$ cat config.mk
export PLATFORM = sky130hd
export DESIGN_NAME = pipelined_barrel_shifter
export DESIGN_NICKNAME = d
export VERILOG_FILES = /design/src/rtl/pipelined_barrel_shifter.sv
export SDC_FILE = /design/constraint.sdc
export NUM_CORES = 1
export LEC_CHECK = 0
export BUFFER_PORTS_ARGS = -buffer_cell sky130_fd_sc_hd__buf_2
export CORE_MARGIN = 2
export CORE_UTILIZATION = 45
export CTS_BUF_LIST = sky130_fd_sc_hd__clkbuf_16
export CTS_CLUSTER_DIAMETER = 150
export CTS_CLUSTER_SIZE = 30
export DETAILED_ROUTE_END_ITERATION = 8
export GPL_TIMING_DRIVEN = 0
export PLACE_DENSITY_LB_ADDON = 0.2
export SLEW_MARGIN = 5
export SYNTH_ARGS = -nofsm -noshare
export SYNTH_HDL_FRONTEND = slang
export SYNTH_SLANG_ARGS = --single-unit
$ cat constraint.sdc
create_clock -name clk -period 14.55 [get_ports clk]
set_input_delay 4.365 -clock clk [delete_from_list [all_inputs] [get_ports clk]]
set_output_delay 4.365 -clock clk [all_outputs]
set_load 0.02 [all_outputs]
$ cat src/rtl/pipelined_barrel_shifter.sv
// Pipelined SLL/SRL/SRA barrel shifter: one mux level per shift-amount bit, each level registered,
// with a valid/ready handshake and whole-pipe stall on output backpressure.
module pipelined_barrel_shifter #(
  parameter int unsigned WIDTH  = 32,
  parameter int unsigned LEVELS = $clog2(WIDTH)
) (
  input  logic             clk,
  input  logic             rst,
  input  logic             in_valid,
  output logic             in_ready,
  input  logic [WIDTH-1:0] dataA,
  input  logic [WIDTH-1:0] dataB,
  input  logic [5:0]       Signal,
  output logic             out_valid,
  input  logic             out_ready,
  output logic [WIDTH-1:0] dataOut,
  output logic             out_err
);

  localparam logic [5:0] FnSll = 6'b000000;
  localparam logic [5:0] FnSrl = 6'b000010;
  localparam logic [5:0] FnSra = 6'b000011;

  if (WIDTH < 2 || (WIDTH & (WIDTH - 1)) != 0 || LEVELS != $clog2(WIDTH)) begin : gParamCheck
    $error("pipelined_barrel_shifter: WIDTH must be a power of two >= 2; LEVELS is derived");
  end

  logic              advance;
  logic              inOpLegal;
  logic              inAmtLegal;
  logic              inErr;

  // Stage registers
  logic              validQ [LEVELS];
  logic              errQ   [LEVELS];
  logic              leftQ  [LEVELS];
  logic              fillQ  [LEVELS];
  logic [WIDTH-1:0]  dataQ  [LEVELS];
  logic [LEVELS-1:0] amtQ   [LEVELS];

  // What each level sees at its input
  logic              srcValid [LEVELS];
  logic              srcErr   [LEVELS];
  logic              srcLeft  [LEVELS];
  logic              srcFill  [LEVELS];
  logic [WIDTH-1:0]  srcData  [LEVELS];
  logic [LEVELS-1:0] srcAmt   [LEVELS];
  logic [WIDTH-1:0]  nextData [LEVELS];

  assign advance   = !validQ[LEVELS-1] || out_ready;
  assign in_ready  = advance && !rst;
  assign out_valid = validQ[LEVELS-1];
  assign dataOut   = dataQ[LEVELS-1];
  assign out_err   = errQ[LEVELS-1];

  always_comb begin
    inOpLegal  = (Signal == FnSll) || (Signal == FnSrl) || (Signal == FnSra);
    inAmtLegal = ((dataB >> LEVELS) == '0);
    inErr      = !(inOpLegal && inAmtLegal);
  end

  // Illegal ops enter as zero data with zero fill, so every later level keeps them at zero.
  always_comb begin
    srcValid[0] = in_valid;
    srcErr[0]   = inErr;
    srcLeft[0]  = (Signal == FnSll);
    srcFill[0]  = (Signal == FnSra) && dataA[WIDTH-1] && !inErr;
    srcData[0]  = inErr ? '0 : dataA;
    srcAmt[0]   = dataB[LEVELS-1:0];
    for (int k = 1; k < LEVELS; k++) begin
      srcValid[k] = validQ[k-1];
      srcErr[k]   = errQ[k-1];
      srcLeft[k]  = leftQ[k-1];
      srcFill[k]  = fillQ[k-1];
      srcData[k]  = dataQ[k-1];
      srcAmt[k]   = amtQ[k-1];
    end
  end

  always_comb begin
    for (int k = 0; k < LEVELS; k++) begin
      nextData[k] = srcData[k];
      if (srcAmt[k][k]) begin
        if (srcLeft[k]) begin
          nextData[k] = srcData[k] << (1 << k);
        end else begin
          nextData[k] = (srcData[k] >> (1 << k)) |
                        ({WIDTH{srcFill[k]}} & ~({WIDTH{1'b1}} >> (1 << k)));
        end
      end
    end
  end

  // The whole pipe moves as one unit; bubbles are never squeezed out.
  always_ff @(posedge clk) begin
    if (rst) begin
      for (int k = 0; k < LEVELS; k++) begin
        validQ[k] <= 1'b0;
        errQ[k]   <= 1'b0;
        leftQ[k]  <= 1'b0;
        fillQ[k]  <= 1'b0;
        dataQ[k]  <= '0;
        amtQ[k]   <= '0;
      end
    end else if (advance) begin
      for (int k = 0; k < LEVELS; k++) begin
        validQ[k] <= srcValid[k];
        errQ[k]   <= srcErr[k];
        leftQ[k]  <= srcLeft[k];
        fillQ[k]  <= srcFill[k];
        dataQ[k]  <= nextData[k];
        amtQ[k]   <= srcAmt[k];
      end
    end
  end

endmodule

==> qor.csv <==
metric;value;unit
outcome;completed;
FF+latch count, synth;188;
Initial Util;0.4613;
drt total wl;20730;um
Netlist cell types;30;
Die W;151.0;um
Clk pin slew, worst setup/hold paths;0.06;ns
Mapped Cells;866;
Final WS setup;4.830;ns
Worst-Skew Late Latency;0.42;ns
Worst-Margin Slew;0.8248;ns
Worst Setup Start Kind;input port;
period utilisation layout;0.6680;
Final nets;1076;
Post-CTS Setup Inserts;0;
synthesized area;0.009727;mm2
synthesized area per cell;11.23;um2
Synth Flop Type;edfxtp_1;
vias after detailed routing;6838;
IO buf count;107;
Final HPWL DP;15740;um
CP Capture Point;in_ready;
vias per inst;5.301;
I/O pins;109;
final setup fails;0;
share of the yosys chip area belonging to registers;0.5804;
worst flop-to-flop path endpoint;dataQ[0][32]$_SDFFCE_PN0P_;
top cells by count, synth;188 x edfxtp_1, 131 x nor2_1, 91 x a21oi_1;
worst r2r path cells;4;
crit path kind;in -> out;
crit path DAT;5.35;ns
Max Slew Vio Count;0;
CTS tree;built;
vias in the first global route;6457;
fmax;0.1029;GHz
number of synthesized flops with an enable pin;188;
Pleak;0.004290;uW
share of cells above drive strength 1;0.2128;
cts repair resizes;0;
fin crit period;9.720;ns
most numerous cell in the Yosys netlist;edfxtp_1;
# diodes;0;
RSZ-0062 raised after global routing;no;
Critical Path Source;out_ready;
TNS Setup;0;ns
clock skew;0.009627;ns
Net Count, Synth;940;
Post-CTS Hold Fix Bufs;0;
pwr dens;104.8;mW/mm2
final hold violations;0;
GRT Total Usage;0.1880;
largest net degree at the start of global routing;22;
CORE AREA;0.02109;mm2
setup slack after placement;4.786;ns
first-pass GRT wire length;33140;um
CP Data Required Time;10.18;ns
worst reg2reg path startpoint;validQ[0][4]$_SDFFCE_PN0P_;
row count;53;
Yosys top cell by area;edfxtp_1;
1st-pass router iterations;5;
Post-route DRC;0;
largest cells by area after synthesis;edfxtp_1 58%, mux2i_1 7.0%, a211oi_1 5.2%;
DR iter-0 viols;409;
Max-Cap Viols;0;
clk sinks;188;
DIE AREA;0.02281;mm2
Die Y;151.0;um
Slew headroom;0.4484;
Placer Congestion;0.9397;
CTS Buf Count;17;
GRT overflow;0;
area delta synth->final;16.92;%
maximum VDD drop;60.86;uV
area share of the largest cell type after synthesis;0.5804;
yosys warns;0;
register-to-register setup slack;12.26;ns
clk root buf;clkbuf_16;
number of H-tree levels;4;
CP Capture Type;output port;
Routed Antenna Nets;0;
hold crit path type;reg -> reg;
fraction of registers with async set/reset;0;
Crit Path Max Fanout;10;
WL per Instance;16.07;um
CTS Buffer Depth;2;
initial antenna violation count;0;
==> area by class of cell <==
class / count / area (um2)
buffer: 110 / 565.5
clock buffer: 17 / 425.4
clock inverter: 15 / 177.7
fill: 1852 / 9716
inverter: 3 / 11.26
multi-input combinational: 565 / 3505
sequential: 188 / 5645
tap: 275 / 344.1
timing repair buffer: 117 / 698.2
==> where the power goes <==
group          switching [uW]  internal [uW]  leakage (uW)  total [uW]
sequential               13.1            614       0.00228         627
combinational            56.3           36.2       0.00172        92.6
clock                     188            284      0.000294         472
total                     257            934       0.00429        1190
==> sequential cells by signal (all words and copies together) (netlist names) <==
register / flops
amtQ: 10
dataQ: 160
errQ: 5
fillQ: 4
leftQ: 4
validQ: 5
==> worst max-delay path, cell delays in order <==
cell and delay, ns:
buf_2 0.07, inv_1 0.04, a21o_1 0.23, inv_1 0.08, clkbuf_1 0.32, buf_2 0.24
==> cells by family after synthesis <==
kind of cell	Yosys count	share of synthesized area
buf+inv	113	0.05930
flops	188	0.5804
simple gates	274	0.1281
compound gates	223	0.1622
mux	68	0.06998
==> stage by stage <==
step	utilization	hold slack (ns)	std cells	total power, uW	area (um2)
after detailed placement	0.5107	0.5014	1258	731.3	10770
after floorplan	-	0.4967	866	694.0	9727
after global placement	0.5030	0.4992	1248	730.2	10610
after global routing	0.5393	0.5357	1290	1235	11370
after CTS	0.5393	0.5170	1290	1200	11370
final	0.5393	0.5157	1290	1192	11370
==> cell usage in the layout, fill, tap and decap left out, drive strengths merged <==
cell type / synthesis / layout
nor3: 2 / 2
edfxtp: 188 / 188
clkbuf: 58 / 75
a311oi: 30 / 30
a21oi: 91 / 91
inv: 3 / 5
and2: 25 / 25
nand3: 1 / 1
nor4: 7 / 7
nand2: 61 / 61
o2111ai: 1 / 1
a211oi: 68 / 68
nor2: 131 / 131
o21ai: 31 / 31
nor2b: 37 / 37
buf: 52 / 169
a32oi: 1 / 1
nand4: 2 / 2
mux2i: 68 / 68
nand3b: 2 / 2
nand2b: 2 / 2
clkinvlp: 0 / 2
bufinv: 0 / 4
clkinv: 0 / 7
a21o: 1 / 1
or3: 2 / 2
or4: 2 / 2
==> how the worst min path moves through the flow <==
stage,slack [ns],endpoint,depth (start not counted),from
floorplan,0.50,amtQ[0][13]$_SDFFCE_PN0P_,1,amtQ[0][8]$_SDFFCE_PN0P_
global placement,0.50,amtQ[0][9]$_SDFFCE_PN0P_,1,amtQ[0][4]$_SDFFCE_PN0P_
detailed placement,0.50,amtQ[0][8]$_SDFFCE_PN0P_,1,amtQ[0][3]$_SDFFCE_PN0P_
CTS,0.52,amtQ[0][8]$_SDFFCE_PN0P_,1,amtQ[0][3]$_SDFFCE_PN0P_
global route,0.54,validQ[0][1]$_SDFFCE_PN0P_,1,validQ[0][0]$_SDFFCE_PN0P_
finish,0.52,amtQ[0][8]$_SDFFCE_PN0P_,1,amtQ[0][3]$_SDFFCE_PN0P_
==> metal layers <==
| metal | track usage | vias up | wire [um] | part of all wire |
|---|---|---|---|---|
| met4 | 0.09019 | 0 | 814 | 0.039 |
| met3 | 0.02771 | 41 | 621 | 0.030 |
| met1 | 0.2217 | 3186 | 8799 | 0.42 |
| li1 | - | 3428 | - | - |
| met5 | 0 | - | 0 | 0 |
| met2 | 0.3366 | 183 | 10490 | 0.51 |
No activity file was read; power rests on OpenSTA's default activity.
